`src/rtl/spi_mem_arbiter.sv`:
```
// Round-robin arbiter between the fetch and data ports for one single-lane SPI memory.
// Runs the whole frame itself: command, 24-bit address, then the data bytes (SPI mode 0).
module spi_mem_arbiter #(
    parameter int         CLK_DIV = 1,
    parameter logic [7:0] IF_BASE = 8'h00,
    parameter logic [7:0] D_BASE  = 8'h01,
    parameter int         CS_GAP  = 2
) (
    input  logic        clk,
    input  logic        rst_n,
    input  logic        ena,
    input  logic        if_req,
    input  logic [15:0] if_addr,
    output logic [15:0] if_rdata,
    output logic        if_valid,
    input  logic        d_req,
    input  logic        d_we,
    input  logic [15:0] d_addr,
    input  logic [7:0]  d_wdata,
    output logic [7:0]  d_rdata,
    output logic        d_valid,
    output logic        busy,
    output logic        spi_cs_n,
    output logic        spi_sclk,
    output logic        spi_mosi,
    input  logic        spi_miso
);

    localparam logic [1:0]  ST_IDLE  = 2'd0;
    localparam logic [1:0]  ST_SHIFT = 2'd1;
    localparam logic [1:0]  ST_GAP   = 2'd2;
    localparam logic [15:0] DIV_LAST = 16'(CLK_DIV - 1);
    localparam logic [15:0] GAP_LAST = 16'(CS_GAP - 1);

    logic [1:0]  state_reg;
    logic        last_grant_reg;   // 1 = data port had the last grant
    logic        prev_grant_reg;   // value before the current grant, restored on abort
    logic        cur_data_reg;
    logic        cur_we_reg;
    logic [47:0] tx_reg;
    logic [15:0] rx_reg;
    logic [5:0]  bit_cnt_reg;
    logic [15:0] div_cnt_reg;
    logic [15:0] gap_cnt_reg;
    logic        sclk_reg;
    logic        cs_n_reg;
    logic        mosi_reg;
    logic        if_valid_reg;
    logic        d_valid_reg;
    logic [15:0] if_rdata_reg;
    logic [7:0]  d_rdata_reg;

    logic        grant_any;
    logic        grant_data;
    logic [47:0] frame_next;
    logic [5:0]  last_bit;

    // Frames are left-aligned in 48 bits; data frames simply stop after bit 39.
    always_comb begin
        grant_any  = ena && (if_req || d_req);
        grant_data = d_req && (!if_req || !last_grant_reg);
        if (grant_data) begin
            frame_next = {(d_we ? 8'h02 : 8'h03), D_BASE, d_addr, (d_we ? d_wdata : 8'h00), 8'h00};
        end else begin
            frame_next = {8'h03, IF_BASE, if_addr, 16'h0000};
        end
        last_bit = cur_data_reg ? 6'd39 : 6'd47;
    end

    always_ff @(posedge clk or negedge rst_n) begin
        if (!rst_n) begin
            state_reg      <= ST_IDLE;
            last_grant_reg <= 1'b1;
            prev_grant_reg <= 1'b1;
            cur_data_reg   <= 1'b0;
            cur_we_reg     <= 1'b0;
            tx_reg         <= '0;
            rx_reg         <= '0;
            bit_cnt_reg    <= '0;
            div_cnt_reg    <= '0;
            gap_cnt_reg    <= '0;
            sclk_reg       <= 1'b0;
            cs_n_reg       <= 1'b1;
            mosi_reg       <= 1'b0;
            if_valid_reg   <= 1'b0;
            d_valid_reg    <= 1'b0;
            if_rdata_reg   <= '0;
            d_rdata_reg    <= '0;
        end else begin
            if_valid_reg <= 1'b0;
            d_valid_reg  <= 1'b0;
            case (state_reg)
                ST_IDLE: begin
                    if (grant_any) begin
                        prev_grant_reg <= last_grant_reg;
                        last_grant_reg <= grant_data;
                        cur_data_reg   <= grant_data;
                        cur_we_reg     <= grant_data && d_we;
                        mosi_reg       <= frame_next[47];
                        tx_reg         <= {frame_next[46:0], 1'b0};
                        cs_n_reg       <= 1'b0;
                        sclk_reg       <= 1'b0;
                        bit_cnt_reg    <= '0;
                        div_cnt_reg    <= '0;
                        state_reg      <= ST_SHIFT;
                    end
                end
                ST_SHIFT: begin
                    if (!ena) begin
                        cs_n_reg       <= 1'b1;
                        sclk_reg       <= 1'b0;
                        mosi_reg       <= 1'b0;
                        last_grant_reg <= prev_grant_reg;
                        gap_cnt_reg    <= '0;
                        state_reg      <= ST_GAP;
                    end else if (div_cnt_reg != DIV_LAST) begin
                        div_cnt_reg <= div_cnt_reg + 16'd1;
                    end else begin
                        div_cnt_reg <= '0;
                        if (!sclk_reg) begin
                            sclk_reg <= 1'b1;
                            rx_reg   <= {rx_reg[14:0], spi_miso};
                        end else if (bit_cnt_reg == last_bit) begin
                            sclk_reg    <= 1'b0;
                            cs_n_reg    <= 1'b1;
                            mosi_reg    <= 1'b0;
                            gap_cnt_reg <= '0;
                            state_reg   <= ST_GAP;
                            if (cur_data_reg) begin
                                d_valid_reg <= 1'b1;
                                if (!cur_we_reg) begin
                                    d_rdata_reg <= rx_reg[7:0];
                                end
                            end else begin
                                if_valid_reg <= 1'b1;
                                if_rdata_reg <= rx_reg;
                            end
                        end else begin
                            sclk_reg    <= 1'b0;
                            bit_cnt_reg <= bit_cnt_reg + 6'd1;
                            mosi_reg    <= tx_reg[47];
                            tx_reg      <= {tx_reg[46:0], 1'b0};
                        end
                    end
                end
                ST_GAP: begin
                    if (gap_cnt_reg == GAP_LAST) begin
                        state_reg <= ST_IDLE;
                    end else begin
                        gap_cnt_reg <= gap_cnt_reg + 16'd1;
                    end
                end
                default: state_reg <= ST_IDLE;
            endcase
        end
    end

    assign busy     = (state_reg != ST_IDLE);
    assign spi_cs_n = cs_n_reg;
    assign spi_sclk = sclk_reg;
    assign spi_mosi = mosi_reg;
    assign if_valid = if_valid_reg;
    assign d_valid  = d_valid_reg;
    assign if_rdata = if_rdata_reg;
    assign d_rdata  = d_rdata_reg;

endmodule
```
`config.mk`:
```
export PLATFORM = sky130hd
export DESIGN_NAME = spi_mem_arbiter
export DESIGN_NICKNAME = d
export VERILOG_FILES = /design/src/rtl/spi_mem_arbiter.sv
export SDC_FILE = /design/constraint.sdc
export NUM_CORES = 1
export LEC_CHECK = 0
export ABC_AREA = 1
export BUFFER_PORTS_ARGS = -buffer_cell sky130_fd_sc_hd__clkbuf_2
export CAP_MARGIN = 30
export CORE_MARGIN = 2
export CORE_UTILIZATION = 40
export DETAILED_ROUTE_END_ITERATION = 16
export GPL_TIMING_DRIVEN = 0
export PLACE_DENSITY = 0.66
export REMOVE_ABC_BUFFERS = 1
export SYNTH_ARGS = -nofsm -noshare
export SYNTH_HDL_FRONTEND = slang
export SYNTH_SLANG_ARGS = --single-unit
```
`constraint.sdc`:
```
create_clock -name clk -period 2.65 [get_ports clk]
set_input_delay 0.3975 -clock clk [delete_from_list [all_inputs] [get_ports clk]]
set_output_delay 0.3975 -clock clk [all_outputs]
set_load 0.02 [all_outputs]
```
==> results.md, run 1 <==
- The run finished with clean final reports.
- The post-layout instance count excluding filler cells is 1169.
- The die covers 17800 um^2.
- On the critical path, the stage with the largest delay is an instance of sky130_fd_sc_hd__inv_1.
- The clock sink total is 128.
- The floorplan step set the die width to 133 um.
- The clock tree from TritonCTS is done.
- For this design the static power due to leakage is 4.18 nW.
- The area growth from synthesis to layout is 17.6%.
- The level count of the clock H-tree is 4.
- Entering global routing, the biggest net connects 107 pins.
- The master cell of the clock root buffer is sky130_fd_sc_hd__clkbuf_16.
- The share of the synthesized area in the top cell type is 0.467.
- The relative slew slack is 0.442.
- The total setup violations reported at the end of the flow is 0.
- For this run, the share of the core covered by cells in the final layout is 0.478.
- The total global routing overflow is 0.
- The vias per cell is 5.00.
- The prevailing post-synth register cell is sky130_fd_sc_hd__dfrtp_1.
- Routability-driven placement finished with a final weighted congestion of 0.852.
- The pre-antenna-repair detailed-routing pass consisted of 5 iterations.
- Across the VDD grid, the largest voltage drop is 0.584 mV.
- The transition time of the tightest slew-check pin is 0.837 ns.
- The number of antenna diodes in the final layout is 0.
- The register with the most flip-flops in the layout has 39 of them.
- STA classifies the critical path startpoint as a register.
- The total global routing track utilization is 0.182.
- The arrival time at the worst endpoint is about 2.8 ns.
- The number of core rows is 47.
- The total number of vias is 5840.
- The initial antenna violation count is 1.
- The fill cell total of the finished layout is 1624.
- The number of cells on the worst reg-to-reg path is 9.
- The first global-routing pass estimated approximately 26000 um of wire.
- The post-synthesis sequential area ratio is 0.479.
- The cell count after synthesis is 872.
- The cell area that synthesis handed to floorplanning was 6700 um^2.
- The clock buffer count from CTS is 17.
- The maximum single-stage delay on the critical path is 0.61 ns.
- The tool flagged a number of max-cap violations equal to 0.
- Clock latency on the worst-skew pair, taken at its later pin, is ~0.42 ns.
- In this run the mean area of a mapped cell was around 7.7 um^2.
- The final routed wire length divided by cell count is 13.0 um.
- After synthesis, the cell types taking the most area are sky130_fd_sc_hd__dfrtp_1 (47%), sky130_fd_sc_hd__nand2_1 (18%), sky130_fd_sc_hd__nand3_1 (5.6%).
- The count of buffers added by post-CTS timing repair for setup is 0.
- STA classifies the critical path endpoint as a register.
- The worst hold path belongs to the class input port to register.
- The remaining design rule violation count is 0.
- The aggregate routed wire length is 15200 um.
- The net count of the finished layout is 989.
- The placed wire-length estimate after detailed placement is 9810 um.
- The number of different library cells in the post-synthesis netlist is 39.
- The sequential cell area is approximately 3200 um^2.
- In the final layout, the share of cells above drive strength 1 is 0.156.
- 77 I/O pins were placed.
- Along the worst path, the maximum fanout reaches between 40 and 50.
- The number of placed instances, taps included is 1136.
- The effective utilization at floorplan is 0.407.
- The class of the most critical setup path is register to register.
- The final cycle utilization of the critical path is 0.913.
- The power per standard cell area is 1020 nW/um^2.
- The worst hold path passes through 3 cells.
- The number of pins with negative max-slew slack in the final report is 0.
- The multi-input logic area is slightly above 3000 um^2.
- Setup repair after global routing could not meet its margin everywhere.
- The number of global-route vias before repair is 5419.
- In the synthesized netlist the async set-or-reset flop fraction comes to 1.00.
- The maximum achievable frequency is 414 MHz.
- The clock skew after layout is approximately 0.0076 ns.
- STA puts the critical path data required time at 3.00 ns.
- Clock-pin slew was measured on the worst setup and hold paths at 0.06 ns.
- The final hold violation count is 0.
- The initial detailed-routing violation count is between 500 and 600.
- The post-route antenna net violation count is 0.
- The smallest clock period supported by the final layout is computed as 2.42 ns.
- Among the stages of the critical path, the cell type that occurs most often is sky130_fd_sc_hd__nand2_1.
- The core region is 16500 um^2.
- The register bit count reported by yosys is between 100 and 150.
- The total of warnings raised by yosys is 0.
- Walking the worst path, the cells encountered are inv_1 > nand2_1 > nand2_1 > nand2_2 > nor2_8 > nor2_4 > nand2_8 > nand2_1 > nand2_1.
- The die is 133 um tall.
- The clock passes through at most 2 buffers.
- The synthesized design contains 0 enable-type register cells.
- The quantity of I/O buffers inserted on ports is 76.
- The top cell type by total area after synthesis is sky130_fd_sc_hd__dfrtp_1.
[Yosys cell counts, types with 8 or more instances]
library cell,instances
sky130_fd_sc_hd__buf_2,18
sky130_fd_sc_hd__nor3_1,12
sky130_fd_sc_hd__nor2_1,78
sky130_fd_sc_hd__o21ai_0,23
sky130_fd_sc_hd__a31oi_1,18
sky130_fd_sc_hd__o21bai_1,16
sky130_fd_sc_hd__nand3_1,75
sky130_fd_sc_hd__nand2_1,314
sky130_fd_sc_hd__inv_1,51
sky130_fd_sc_hd__clkbuf_1,8
sky130_fd_sc_hd__nand4_1,50
sky130_fd_sc_hd__inv_2,8
sky130_fd_sc_hd__a21oi_1,16
sky130_fd_sc_hd__dfrtp_1,125
[logic make-up (layout without fill, tap and decap cells)]
kind of cell	after synthesis	count (layout)	share of synthesized area
buf+inv	97	173	0.0654
simple gates	557	558	0.370
compound gates	81	81	0.0714
flops	128	128	0.479
fa+ha+maj	5	5	0.00934
xor+xnor	4	4	0.00523
[critical path: cells and delay by family (launching register included)]
family	cells	cell delay [ns]
AND/OR/NAND/NOR	8	1.36
buffers and inverters	1	0.61
flip-flops	1	0.37
[layout by cell type, fill, tap and decap left out, types with 2 or more instances in the layout]
| master | n |
|---|---|
| sky130_fd_sc_hd__clkbuf_1 | 2 |
| sky130_fd_sc_hd__dfrtp_1 | 125 |
| sky130_fd_sc_hd__nand4_1 | 50 |
| sky130_fd_sc_hd__o21bai_1 | 16 |
| sky130_fd_sc_hd__bufinv_16 | 3 |
| sky130_fd_sc_hd__nor2_4 | 4 |
| sky130_fd_sc_hd__clkinvlp_4 | 2 |
| sky130_fd_sc_hd__xor2_1 | 3 |
| sky130_fd_sc_hd__o21ai_0 | 23 |
| sky130_fd_sc_hd__inv_1 | 51 |
| sky130_fd_sc_hd__buf_8 | 2 |
| sky130_fd_sc_hd__nor2_8 | 2 |
| sky130_fd_sc_hd__clkinv_4 | 5 |
| sky130_fd_sc_hd__nor2_2 | 3 |
| sky130_fd_sc_hd__or2_2 | 4 |
| sky130_fd_sc_hd__clkbuf_2 | 75 |
| sky130_fd_sc_hd__a31oi_1 | 18 |
| sky130_fd_sc_hd__nand2_1 | 314 |
| sky130_fd_sc_hd__clkbuf_16 | 17 |
| sky130_fd_sc_hd__dfstp_2 | 3 |
| sky130_fd_sc_hd__nand2_2 | 6 |
| sky130_fd_sc_hd__nor2_1 | 78 |
| sky130_fd_sc_hd__ha_1 | 5 |
| sky130_fd_sc_hd__inv_2 | 8 |
| sky130_fd_sc_hd__a21oi_1 | 16 |
| sky130_fd_sc_hd__nor3_1 | 12 |
| sky130_fd_sc_hd__o21ai_1 | 6 |
| sky130_fd_sc_hd__clkbuf_8 | 2 |
| sky130_fd_sc_hd__nand3_1 | 75 |
[power by group]
group | switching, mW | internal [mW]
logic | 1.93 | 0.851
clock network | 0.891 | 1.51
registers | 0.401 | 2.48
[per-layer routing]
metal | vias to the layer above | share of wire | global-route usage
met1 | 2706 | 0.48 | 0.246
met2 | 124 | 0.46 | 0.289
met3 | 20 | 0.043 | 0.0468
li1 | 2990 | - | -
met5 | - | 0 | 0
met4 | 0 | 0.015 | 0.0567
[per-stage QoR]
stage	worst slack, ns	hold slack, ns	power, mW	instance area [um^2]	setup TNS [ns]
after floorplan	0.283	0.102	4.79	6490	0
after global placement	-0.946	0.448	5.54	7150	-144.45
after detailed placement	0.0466	0.287	5.64	7230	0
after CTS	0.000782	0.218	8.09	7850	0
after global routing	-0.0132	0.230	8.72	7880	-0.0132
final	0.232	0.231	8.06	7880	0
[cell type report]
cell class,instances,area share
Tap cell,220,0.0349
Inverter,61,0.0294
Timing Repair Buffer,81,0.0605
Clock inverter,11,0.0200
Multi-Input combinational cell,648,0.391
Clock buffer,20,0.0567
Sequential cell,128,0.407
[what timing repair did]
item	CTS	global route
hold endpoints to repair	22	0
resized for setup	0	3
pin swaps	1	0
hold buffers	1	0
endpoints found under the setup margin	5	50
cloned	1	0
[final timing paths]
path                                             from                          to  slack, ns
hold / removal                             d_wdata[0]       tx_reg[9]$_DFFE_PN0P_       0.23
min in group asynchronous                       rst_n      tx_reg[29]$_DFFE_PN0P_       0.40
max in group asynchronous                       rst_n        spi_cs_n$_DFFE_PN1P_       1.46
setup / recovery             cur_data_reg$_DFFE_PN0P_      tx_reg[46]$_DFFE_PN0P_       0.23
setup reg to reg             cur_data_reg$_DFFE_PN0P_      tx_reg[46]$_DFFE_PN0P_       0.23
hold reg to reg            prev_grant_reg$_DFFE_PN1P_  prev_grant_reg$_DFFE_PN1P_       0.46
No activity file was read; power rests on OpenSTA's default activity.
==> run 2, diff against run 1 <==
BUFFER_PORTS_ARGS = -buffer_cell sky130_fd_sc_hd__buf_2   (was -buffer_cell sky130_fd_sc_hd__clkbuf_2)
==> run 2 against run 1 <==
Against the previous run: die area unchanged; clock power hardly changed; fmax shrank 0.52%; via count is essentially flat; final area increased by 0.14%; worst hold slack worse by 0.017 ns; utilization increased by 0.068 points; routed wire length grew 1.5%; non-clock buffer count unchanged; global-route usage up 0.33 points; first-iteration DRC count shrank 25%; critical endpoint is now bit_cnt_reg[0]$_DFFE_PN0P_; largest cell class unchanged; highest routed layer unchanged.
==> results.md, run 2 (same netlist as run 1, synthesis figures left out) <==
- The aggregate routed wire length is 15400 um (was 15200 um).
- The flip-flop count of the largest register, all copies and words added is 39 (unchanged).
- The horizontal die dimension is 133 um (unchanged).
- The kind of start point of the critical path is a register (unchanged).
- The count of buffers added by post-CTS timing repair for setup is 0 (unchanged).
- The post-route minimum period came to 2.43 ns (was 2.42 ns).
- Status: completed (unchanged).
- The relative slew slack is 0.453 (was 0.442).
- The net count reported at finish is 989 (unchanged).
- The net load switching power is 3.27 mW (was 3.22 mW).
- The post-route antenna net violation count was 0 (unchanged).
- The number of core rows was 47 (unchanged).
- The quantity of I/O buffers inserted on ports came to 76 (unchanged).
- The vertical die dimension is 133 um (unchanged).
- The total negative setup slack is 0 ns (unchanged).
- The post-layout instance count excluding filler cells is 1171 (was 1169).
- The clock buffer count from CTS was 17 (unchanged).
- The clock tree from TritonCTS is done (unchanged).
- The clock insertion delay at the later pin of the skew report came to 0.43 ns (was 0.42 ns).
- The cell family with the largest share of critical-path delay is simple AND/OR/NAND/NOR gates (unchanged).
- The worst-path cell with the longest stage delay is sky130_fd_sc_hd__nor2_4 (was sky130_fd_sc_hd__inv_1).
- The sequential cell area is 3210 um^2 (unchanged).
- The relative contribution of sequential cells to total power is 0.355 (was 0.358).
- The post-layout instance area is 7890 um^2 (was 7880 um^2).
- The switching power as a share of total power is 0.403 (was 0.399).
- The full die area was 17800 um^2 (unchanged).
- The relative contribution of combinational cells to total power came to 0.346 (was 0.345).
- The final routed wire length divided by cell count came to 13.2 um (was 13.0 um).
- The type of the tightest min-delay check was input port to register (unchanged).
- The final hold violation count was 0 (unchanged).
- The arrival time at the worst endpoint came to 2.74 ns (was 2.77 ns).
- The share of the core filled with cells came to 0.479 (was 0.478).
- The number of placed instances, taps included is 1136 (unchanged).
- The fraction of layout instances using a drive strength above 1 was 0.158 (was 0.156).
- The clock skew after layout is 0.0129 ns (was 0.00756 ns).
- The last weighted congestion value of the routability-driven placer is 0.863 (was 0.852).
- The leading cell type in the layout, fill and taps excluded is sky130_fd_sc_hd__nand2_1 (unchanged).
- The number of global-route vias before repair is 5479 (was 5419).
- The synthesis-to-layout area growth is 17.8% (was 17.6%).
- The number of pins with negative max-slew slack in the final report is 0 (unchanged).
- The total power is 8.12 mW (was 8.06 mW).
- The maximum single-stage delay on the critical path is 0.51 ns (was 0.61 ns).
- The maximum achievable frequency is 411 MHz (was 414 MHz).
- The effective utilization at floorplan is 0.407 (unchanged).
- The multi-input logic area is 3080 um^2 (unchanged).
- The instance area at placement is 7240 um^2 (was 7230 um^2).
- The level count of the clock H-tree is 4 (unchanged).
- The endpoint kind of the worst setup timing path is a register (unchanged).
- The final cycle utilization of the critical path was 0.917 (was 0.913).
- The detailed-router iteration count before antenna repair came to 5 (unchanged).
- The power per standard cell area is 1030 nW/um^2 (was 1020 nW/um^2).
- The vias per cell was 4.99 (was 5.00).
- List of cells traversed by the critical path: inv_2 > nor2_8 > inv_4 > nor2_8 > nor2_4 > nand2_8 > nand2_1 > nand2_1 (was inv_1 > nand2_1 > nand2_1 > nand2_2 > nor2_8 > nor2_4 > nand2_8 > nand2_1 > nand2_1).
- The count of boundary I/O pins is 77 (unchanged).
- The number of max-capacitance violations reported is 0 (unchanged).
- The total global routing track utilization is 0.185 (was 0.182).
- The global-route wire length before repair came to 26400 um (was 26100 um).
- The initial antenna violation count came to 1 (unchanged).
- The largest fanout on the critical path came to 49 (was 45).
- The required time reported for the critical path endpoint is 2.96 ns (was 3.00 ns).
- The remaining design rule violation count is 0 (unchanged).
- Highest-count cells in the layout ignoring fill and taps: sky130_fd_sc_hd__nand2_1 (314), sky130_fd_sc_hd__dfrtp_1 (125), sky130_fd_sc_hd__nor2_1 (78) (unchanged).
- The core box area came to 16500 um^2 (unchanged).
- The fill cell total of the finished layout is 1648 (was 1624).
- The total number of vias is 5844 (was 5840).
- The initial detailed-routing violation count is 386 (was 513).
- The buffers plus inverters on the worst setup path is 2 (was 1).
- The worst vdd rail ir drop was 0.643 mV (was 0.584 mV).
- The design internal power is 4.84 mW (about the same).
- The clock share of power is 0.299 (was 0.297).
- The total global routing overflow is 0 (unchanged).
- The transition time of the tightest slew-check pin came to 0.820 ns (was 0.837 ns).
- RSZ-0062 raised after global routing: yes (unchanged).
- The master cell of the clock root buffer was sky130_fd_sc_hd__clkbuf_16 (unchanged).
- The placed wire-length estimate after detailed placement is 10000 um (was 9810 um).
- The leakage power total was 4.20 nW (was 4.18 nW).
- The class of the most critical setup path is register to register (unchanged).
- The clock sink total came to 128 (unchanged).
- The buffer levels on the longest clock path is 2 (unchanged).
- The maximum number of pins on one net before global-route repair came to 98 (was 107).
- The total setup violations reported at the end of the flow is 0 (unchanged).
- The CTS clock-pin slew for the worst setup and hold paths is 0.06 ns (about the same).
==> run 2: changes by cell type in the layout (fill, tap and decap cells not counted), moves of 2 or more <==
cell / before / now
sky130_fd_sc_hd__buf_2: 0 / 75
sky130_fd_sc_hd__clkbuf_2: 75 / 0
sky130_fd_sc_hd__inv_6: 1 / 6
sky130_fd_sc_hd__clkinv_4: 5 / 1
sky130_fd_sc_hd__clkbuf_8: 2 / 0
==> run 2: path summary, 6_finish.rpt <==
kind	startpoint	end	slack, ns	cells after the start
max in group asynchronous	rst_n	if_rdata[11]$_DFFE_PN0P_	1.46	3
max	state_reg[0]$_DFFE_PN0P_	bit_cnt_reg[0]$_DFFE_PN0P_	0.22	8
max reg2reg	state_reg[0]$_DFFE_PN0P_	bit_cnt_reg[0]$_DFFE_PN0P_	0.22	8
min	d_wdata[0]	tx_reg[9]$_DFFE_PN0P_	0.21	3
min reg2reg	if_rdata[2]$_DFFE_PN0P_	if_rdata[2]$_DFFE_PN0P_	0.46	2
min in group asynchronous	rst_n	tx_reg[29]$_DFFE_PN0P_	0.42	2
==> run 2: power by group through the flow <==
stage	Combinational (mW)	Clock, mW	Sequential, mW
floorplan	1.97	0	2.82
global placement	2.63	0	2.90
detailed placement	2.77	0	2.90
CTS	2.80	2.47	2.88
global route	3.20	2.57	2.96
finish	2.81	2.42	2.88
==> run 2: worst min-delay path, delay by kind of cell <==
| family | cells | cell delay (ns) |
|---|---|---|
| buffers and inverters | 1 | 0.08 |
| and+or+nand+nor | 2 | 0.12 |
==> run 2: per-stage QoR <==
stage               hold WS (ns)  setup slack (ns)
global placement           0.447            -0.623
CTS                        0.200            0.0618
floorplan                  0.102             0.283
finish                     0.215             0.219
detailed placement         0.310            0.0190
global route               0.256          -0.00202
==> run 2: repair_timing <==
| action | in CTS | in global routing |
|---|---|---|
| pin swaps | 1 | 0 |
| hold endpoints to repair | 31 | 0 |
| gates cloned | 1 | 0 |
| hold buffers | 1 | 0 |
| gates resized for setup | 0 | 3 |
| setup endpoints to repair | 12 | 49 |
==> run 2: area by class of cell <==
cell class	count	area share
flip-flops and latches	128	0.407
multi-input cells	648	0.391
repair buffers	81	0.0611
clock buffers	18	0.0544
well taps	220	0.0349
inverters	61	0.0293
clock inverters	14	0.0227
diodes	1	0.000317
==> run 2: layer usage <==
| metal | wire, um | track usage |
|---|---|---|
| met1 | 7500 | 0.252 |
| met2 | 7110 | 0.293 |
| met3 | 649 | 0.0491 |
| met4 | 177 | 0.0556 |
| met5 | 0 | 0 |
